===== src/rtl/mem_arb_pkg.sv =====
// mem_arb_pkg: shared definitions for the two-port memory arbiter.
//   ADDR_W_DEFAULT / DATA_W_DEFAULT : default line address and line data widths
//   arb_state_t                     : arbiter FSM state encoding (2-bit)
//   owner_t                         : port identity, I = 0, D = 1
package mem_arb_pkg;

  localparam int ADDR_W_DEFAULT = 28;
  localparam int DATA_W_DEFAULT = 128;

  typedef enum logic [1:0] {
    IDLE    = 2'd0,
    GRANT_I = 2'd1,
    GRANT_D = 2'd2,
    DONE    = 2'd3
  } arb_state_t;

  typedef enum logic {
    OWNER_I = 1'b0,
    OWNER_D = 1'b1
  } owner_t;

endpackage


===== src/rtl/arb_pick.sv =====
// arb_pick: combinational selector between the instruction and data requesters.
//   req_i, req_d : pending requests from each port
//   last_grant   : port that completed the most recent transaction
//   grant_d      : 1 selects the data port, 0 the instruction port
// Build option MEM_ARB_ROUND_ROBIN_EN: when defined, simultaneous requests go to
// the port that was not served last; otherwise the data port always wins.
module arb_pick
  import mem_arb_pkg::*;
(
  input  logic   req_i,
  input  logic   req_d,
  input  owner_t last_grant,
  output logic   grant_d
);

`ifdef MEM_ARB_ROUND_ROBIN_EN
  assign grant_d = req_d & (~req_i | (last_grant == OWNER_I));
`else
  // Fixed priority: req_i and last_grant are not needed for the decision.
  logic unused_pick_inputs;
  assign unused_pick_inputs = ^{req_i, last_grant};
  assign grant_d = req_d;
`endif

endmodule


===== src/rtl/mem_arbiter.sv =====
// mem_arbiter: shares one line-granular memory port between an instruction
// cache (i_*) and a data cache (d_*).
//   clk, proc_reset                 : clock, synchronous active-high reset
//   i_mem_read/write/addr/wdata     : instruction-cache request
//   i_mem_rdata, i_mem_ready        : instruction-cache response
//   d_mem_*                         : data-cache port, same shape as i_*
//   mem_read/write/addr/wdata       : shared memory command
//   mem_rdata, mem_ready            : shared memory response
// Build option MEM_ARB_ROUND_ROBIN_EN selects round-robin instead of
// data-first priority (applied inside arb_pick).
module mem_arbiter
  import mem_arb_pkg::*;
#(
  parameter int ADDR_W = ADDR_W_DEFAULT,
  parameter int DATA_W = DATA_W_DEFAULT
) (
  input  logic              clk,
  input  logic              proc_reset,
  input  logic              i_mem_read,
  input  logic              i_mem_write,
  input  logic [ADDR_W-1:0] i_mem_addr,
  input  logic [DATA_W-1:0] i_mem_wdata,
  output logic [DATA_W-1:0] i_mem_rdata,
  output logic              i_mem_ready,
  input  logic              d_mem_read,
  input  logic              d_mem_write,
  input  logic [ADDR_W-1:0] d_mem_addr,
  input  logic [DATA_W-1:0] d_mem_wdata,
  output logic [DATA_W-1:0] d_mem_rdata,
  output logic              d_mem_ready,
  output logic              mem_read,
  output logic              mem_write,
  output logic [ADDR_W-1:0] mem_addr,
  output logic [DATA_W-1:0] mem_wdata,
  input  logic [DATA_W-1:0] mem_rdata,
  input  logic              mem_ready
);

  arb_state_t        state;
  owner_t            owner;
  owner_t            last_grant;
  logic [DATA_W-1:0] rdata_q;
  logic              req_i;
  logic              req_d;
  logic              grant_d;

  assign req_i = i_mem_read | i_mem_write;
  assign req_d = d_mem_read | d_mem_write;

  arb_pick u_pick (
    .req_i      (req_i),
    .req_d      (req_d),
    .last_grant (last_grant),
    .grant_d    (grant_d)
  );

  // A granted port that drops its request before mem_ready abandons the
  // transaction: back to IDLE with no ready pulse and last_grant untouched.
  // DONE always returns through IDLE so a requester that registers ready has
  // a cycle to deassert before it can be arbitrated again.
  always_ff @(posedge clk) begin
    if (proc_reset) begin
      state      <= IDLE;
      owner      <= OWNER_I;
      last_grant <= OWNER_D;
      rdata_q    <= '0;
    end else begin
      case (state)
        IDLE: begin
          if (req_i | req_d) state <= grant_d ? GRANT_D : GRANT_I;
        end
        GRANT_I: begin
          if (!req_i) begin
            state <= IDLE;
          end else if (mem_ready) begin
            rdata_q    <= mem_rdata;
            owner      <= OWNER_I;
            last_grant <= OWNER_I;
            state      <= DONE;
          end
        end
        GRANT_D: begin
          if (!req_d) begin
            state <= IDLE;
          end else if (mem_ready) begin
            rdata_q    <= mem_rdata;
            owner      <= OWNER_D;
            last_grant <= OWNER_D;
            state      <= DONE;
          end
        end
        DONE: begin
          state <= IDLE;
        end
        default: begin
          state <= IDLE;
        end
      endcase
    end
  end

  // Outputs are forced quiet while reset is held so a mid-transaction reset
  // never leaks a command or ready pulse.
  always_comb begin
    mem_read    = 1'b0;
    mem_write   = 1'b0;
    mem_addr    = '0;
    mem_wdata   = '0;
    i_mem_ready = 1'b0;
    i_mem_rdata = '0;
    d_mem_ready = 1'b0;
    d_mem_rdata = '0;
    if (!proc_reset) begin
      case (state)
        GRANT_I: begin
          mem_read    = i_mem_read;
          mem_write   = i_mem_write;
          mem_addr    = i_mem_addr;
          mem_wdata   = i_mem_wdata;
          i_mem_ready = mem_ready;
          i_mem_rdata = mem_rdata;
        end
        GRANT_D: begin
          mem_read    = d_mem_read;
          mem_write   = d_mem_write;
          mem_addr    = d_mem_addr;
          mem_wdata   = d_mem_wdata;
          d_mem_ready = mem_ready;
          d_mem_rdata = mem_rdata;
        end
        DONE: begin
          if (owner == OWNER_D) begin
            d_mem_ready = 1'b1;
            d_mem_rdata = rdata_q;
          end else begin
            i_mem_ready = 1'b1;
            i_mem_rdata = rdata_q;
          end
        end
        default: begin
          mem_read = 1'b0;
        end
      endcase
    end
  end

endmodule


===== config.mk =====
export PLATFORM = sky130hd
export DESIGN_NAME = mem_arbiter
export DESIGN_NICKNAME = d
export VERILOG_FILES = /design/src/rtl/mem_arb_pkg.sv /design/src/rtl/arb_pick.sv /design/src/rtl/mem_arbiter.sv
export SDC_FILE = /design/constraint.sdc
export NUM_CORES = 1
export LEC_CHECK = 0
export ABC_CLOCK_PERIOD_IN_PS = 2720
export BUFFER_PORTS_ARGS = -buffer_cell sky130_fd_sc_hd__buf_4
export CAP_MARGIN = 10
export CORE_AREA = 2 2 334 336
export CTS_BUF_LIST = sky130_fd_sc_hd__clkbuf_2
export CTS_CLUSTER_SIZE = 20
export DETAILED_ROUTE_END_ITERATION = 6
export DIE_AREA = 0 0 336 338
export PLACE_DENSITY = 0.39
export SKIP_CTS_REPAIR_TIMING = 1
export SLEW_MARGIN = 20
export SYNTH_ARGS = -nofsm -noshare
export SYNTH_HDL_FRONTEND = slang
export SYNTH_SLANG_ARGS = --single-unit

===== constraint.sdc =====
create_clock -name clk -period 2.72 [get_ports clk]
set_input_delay 0.272 -clock clk [delete_from_list [all_inputs] [get_ports clk]]
set_output_delay 0.272 -clock clk [all_outputs]
set_load 0.02 [all_outputs]

==> report_table.html <==
<table>
<tr><th>Metric</th><th>Value</th></tr>
<tr><th colspan="2">Run status</th></tr>
<tr><td>Status</td><td>complete, but fails checks</td></tr>
<tr><td>Violated checks</td><td>setup timing</td></tr>
<tr><th colspan="2">CTS</th></tr>
<tr><td>Total clock sinks</td><td>131</td></tr>
<tr><td>Largest buffer count on any clock path</td><td>2</td></tr>
<tr><td>Skew-Pair Late Insertion Delay</td><td>between 0.9 and 1 ns</td></tr>
<tr><td>Clk slew on worst S/H paths</td><td>approximately 0.28 ns</td></tr>
<tr><td>TritonCTS clock tree</td><td>done</td></tr>
<tr><td>Number of H-tree branching levels</td><td>4</td></tr>
<tr><td>Root Buffer Master</td><td>clkbuf_2</td></tr>
<tr><td>Num CTS Buffers</td><td>17</td></tr>
<tr><th colspan="2">Timing</th></tr>
<tr><td>Transition time of the tightest slew-check pin</td><td>~0.8 ns</td></tr>
<tr><td>Endpoints failing hold</td><td>0</td></tr>
<tr><td>Pins Over Slew Limit</td><td>0</td></tr>
<tr><td>RSZ-0062 raised after global routing</td><td>true</td></tr>
<tr><td>Final period util</td><td>116.0%</td></tr>
<tr><td>Clock skew after layout</td><td>0.04205 ns</td></tr>
<tr><td>Final number of setup-violating endpoints</td><td>between 400 and 500</td></tr>
<tr><td>Highest clock rate</td><td>~320 MHz</td></tr>
<tr><td>Max-slew headroom at the worst pin</td><td>47.60%</td></tr>
<tr><td>Post-route worst setup slack</td><td>-0.4358 ns</td></tr>
<tr><td>Minimum clock period</td><td>3.156 ns</td></tr>
<tr><td>TNS Setup</td><td>-128.39 ns</td></tr>
<tr><th colspan="2">Critical path</th></tr>
<tr><td>Worst Setup End Kind</td><td>output pin</td></tr>
<tr><td>Data required time of the worst path</td><td>~2.5 ns</td></tr>
<tr><td>Most Frequent Cell on Critical Path</td><td>buf_4</td></tr>
<tr><td>Critical path type</td><td>flip-flop to output pin</td></tr>
<tr><td>Combined buffer and inverter count along the critical path</td><td>4</td></tr>
<tr><td>Peak per-stage delay on the critical path</td><td>0.41 ns</td></tr>
<tr><td>WP data arrival</td><td>~2.9 ns</td></tr>
<tr><td>Critical Path Slowest Stage Cell</td><td>dfxtp_2</td></tr>
<tr><td>Max FO, Critical Path</td><td>22</td></tr>
<tr><td>List of cells traversed by the critical path</td><td>buf_4 -&gt; ha_1 -&gt; nor2b_4 -&gt; buf_12 -&gt; buf_4 -&gt; a22oi_1 -&gt; nor2_1 -&gt; buf_4</td></tr>
<tr><td>Dominant delay contributor by cell family on the critical path</td><td>buffers and inverters</td></tr>
<tr><td>CP Launch Type</td><td>flip-flop</td></tr>
<tr><th colspan="2">Pwr</th></tr>
<tr><td>Clock Power Share</td><td>16.7%</td></tr>
<tr><td>Combinational group share of total power</td><td>approximately 58%</td></tr>
<tr><td>Switching pwr</td><td>about 4000 µW</td></tr>
<tr><td>Post-layout total power</td><td>about 8700 µW</td></tr>
<tr><td>Power density over cell area</td><td>roughly 360 nW/µm²</td></tr>
<tr><td>Fraction of power consumed by sequential logic</td><td>25.7%</td></tr>
<tr><td>Internal power consumption</td><td>4763 µW</td></tr>
<tr><td>Highest ir drop seen on vdd</td><td>around 0.00023 V</td></tr>
<tr><td>Leakage power</td><td>slightly above 0.009 µW</td></tr>
<tr><td>Switching portion of total power</td><td>44.94%</td></tr>
<tr><th colspan="2">Global route</th></tr>
<tr><td>Number of antenna violations at the first check in global routing</td><td>9</td></tr>
<tr><td>Via count of the first global-routing pass</td><td>14760</td></tr>
<tr><td>Largest net degree at the start of global routing</td><td>between 80 and 90</td></tr>
<tr><td>Leftover overflow at the end of global routing</td><td>0</td></tr>
<tr><td>Wire length of the first global-routing pass</td><td>between 100000 and 150000 µm</td></tr>
<tr><td>GRT Resource Usage Total</td><td>15.82%</td></tr>
<tr><th colspan="2">Flow run</th></tr>
<tr><td>Number of violations of the max-capacitance limit</td><td>0</td></tr>
<tr><th colspan="2">Floorplan</th></tr>
<tr><td>Core area</td><td>110100 µm²</td></tr>
<tr><td>I/O pin count</td><td>around 860</td></tr>
<tr><td>Die Width</td><td>~340 µm</td></tr>
<tr><td>Floorplan die area</td><td>between 100000 and 150000 µm²</td></tr>
<tr><td>Starting utilization of the core area</td><td>9.098%</td></tr>
<tr><td>Cell Rows</td><td>approximately 120</td></tr>
<tr><td>Y dimension of the die</td><td>338 µm</td></tr>
<tr><th colspan="2">Logic synthesis</th></tr>
<tr><td>Cell area after synthesis</td><td>between 10000 and 15000 µm²</td></tr>
<tr><td>Adder and majority gate portion of the synthesized area</td><td>0.9996%</td></tr>
<tr><td>Sequential cell area fraction in the yosys report</td><td>a little over a quarter</td></tr>
<tr><td>Simple-Gate Fraction of Synth Area</td><td>26.17%</td></tr>
<tr><td>Number of register bits inferred by synthesis</td><td>approximately 130</td></tr>
<tr><td>Post-synthesis mux area share</td><td>0.09996%</td></tr>
<tr><td>Parity-gate share of the synthesized area counting xor and xnor cells</td><td>0%</td></tr>
<tr><td>Synthesized netlist cell count</td><td>roughly 1600</td></tr>
<tr><td>Main combinational cell family by area after synthesis</td><td>compound AO/OA/AOI/OAI gates</td></tr>
<tr><td>Synthesized netlist net count</td><td>2022</td></tr>
<tr><td>Synth Area in Compound Gates</td><td>between 30% and 40%</td></tr>
<tr><td>Per-instance average area after synthesis</td><td>between 6 and 7 µm²</td></tr>
<tr><td>Distinct cells, synth</td><td>26</td></tr>
<tr><td>Count of yosys warnings during synthesis</td><td>0</td></tr>
<tr><th colspan="2">Route</th></tr>
<tr><td>Number of DRC markers in iteration 0</td><td>roughly 1100</td></tr>
<tr><td>Number of DRC violations after detailed routing</td><td>0</td></tr>
<tr><td>Per-cell routed wire length</td><td>around 25 µm</td></tr>
<tr><td>Number of vias per cell after detailed routing</td><td>4.041</td></tr>
<tr><td>Detailed-route wire length</td><td>107000 µm</td></tr>
<tr><td>Antenna viol nets, final</td><td>0</td></tr>
<tr><td>Vias</td><td>roughly 17000</td></tr>
<tr><td>First-pass DRT Iterations</td><td>6</td></tr>
<tr><th colspan="2">Placement</th></tr>
<tr><td>GPL Wtd Cong</td><td>roughly 0.87</td></tr>
<tr><td>Number of cells after detailed placement</td><td>approximately 3900</td></tr>
<tr><td>Total of buffers placed on input and output ports</td><td>~860</td></tr>
<tr><td>Sum of net half-perimeters after detailed placement</td><td>roughly 80000 µm</td></tr>
<tr><th colspan="2">Final layout</th></tr>
<tr><td>Multi-input combinational cell area</td><td>between 7000 and 8000 µm²</td></tr>
<tr><td>Filler Cell Count</td><td>about 12000</td></tr>
<tr><td>Storage element area</td><td>2628 µm²</td></tr>
<tr><td>Post-Layout Cell Count</td><td>between 4000 and 5000</td></tr>
<tr><td>Layout net count</td><td>approximately 3200</td></tr>
<tr><td>Fraction of layout cells with a size suffix above 1</td><td>a little under half</td></tr>
<tr><td>Area overhead of the layout relative to synthesis</td><td>140.3%</td></tr>
<tr><th colspan="2">Hold path</th></tr>
<tr><td>Class of the most critical hold timing path</td><td>input pin to flip-flop</td></tr>
</table>
==> layout by cell type, fill, tap and decap left out, types with 4 or more instances in the layout <==
master	n
nor2_4	30
buf_16	10
buf_6	75
buf_12	38
clkbuf_16	21
nor2_2	39
clkbuf_2	17
a22oi_1	325
nor2_1	351
buf_4	896
nand2_1	256
ha_4	4
dfxtp_1	129
buf_8	10
diode_2	6
dlygate4sd3_1	255
clkinv_4	4
a21oi_1	130
a22oi_2	90
==> flip-flops by register name (all words and copies together), names as in the netlist <==
name and flops:
rdata_q 128, owner 1, state 2
==> logic make-up after synthesis <==
group                      Yosys count
and+or+nand+nor                    687
AOI/OAI and AO/OA                  555
buffers and inverters              185
DFF                                131
adders and majority gates            8
muxes                                1
==> metrics by stage <==
step	hold WS, ns	worst slack, ns	utilization (%)	cell area, µm²
2_1_floorplan	0.4080	0.6013	-	10010
3_3_place_gp	0.4579	-0.2304	17.18	18910
3_5_place_dp	0.4600	-0.1915	17.18	18910
4_1_cts	-0.7714	-1.465	17.40	19150
5_1_grt	-0.005391	-0.6668	21.86	24060
6_report	0.1557	-0.4358	21.86	24060
==> final cells by class <==
| cell class | instances | share of cell area [%] |
|---|---|---|
| timing repair buffer | 1305 | 49.19 |
| antenna | 6 | 0.06240 |
| clock buffer | 17 | 0.3536 |
| clock inverter | 14 | 0.6396 |
| inverter | 5 | 0.1040 |
| sequential | 131 | 10.92 |
| tap | 1488 | 7.738 |
| multi-input combinational | 1252 | 31.00 |
==> worst register-to-register path, stage by stage (launching register included) <==
cell	delay, ns
dfxtp_4	0.43
buf_4	0.14
ha_4	0.18
buf_6	0.15
nor3b_2	0.19
nor4_4	0.27
buf_12	0.24
buf_12	0.26
nand2_1	0.09
a21oi_1	0.11
dlygate4sd3_1	0.55
==> path summary, 6_finish.rpt <==
check	from	to	slack, ns	cells after the start
setup / recovery	state[0]$_SDFFE_PP0P_	i_mem_rdata[112]	-0.44	8
hold / removal	mem_rdata[54]	rdata_q[54]$_SDFFE_PP0P_	0.16	4
setup reg to reg	state[1]$_SDFFE_PP0P_	rdata_q[106]$_SDFFE_PP0P_	0.10	10
hold reg to reg	rdata_q[65]$_SDFFE_PP0P_	rdata_q[65]$_SDFFE_PP0P_	0.49	2
==> cells in the mapped netlist <==
cell,n,area share (%)
buf_6,15,1.7
or4_4,1,0.11
nand2b_1,1,0.063
nor3b_1,1,0.075
nor2_1,420,16
nand2_1,257,9.6
o21ai_0,4,0.20
nor3b_2,1,0.12
o32a_1,1,0.10
buf_2,16,0.80
nor2b_1,1,0.063
ha_1,8,1.0
nand3_1,2,0.10
dfxtp_1,131,26
a31oi_1,3,0.19
mux2i_1,1,0.10
inv_1,5,0.19
a22oi_1,415,31
o21ba_2,1,0.10
and2_1,1,0.063
buf_1,7,0.26
a211o_1,1,0.087
clkbuf_1,142,5.3
a21oi_1,130,6.5
nor4_2,1,0.12
nor4_1,1,0.063
==> power groups by stage <==
stage	logic, µW	clock network, µW	registers (µW)
finish	4990	1440	2220
CTS	3810	1560	2210
floorplan	1730	0	2210
global placement	3810	0	2250
global route	5280	1600	2240
detailed placement	3800	0	2240
==> metal layers <==
layer  vias up  part of all wire [%]  track usage [%]
met3       118                   7.0            4.645
li1       7847                     -                -
met2       796                    49            26.88
met1      8278                    39            17.64
met4         4                   5.6            9.016
met5         -                 0.025                0
Note: power is estimated with default switching activity, not from simulation.
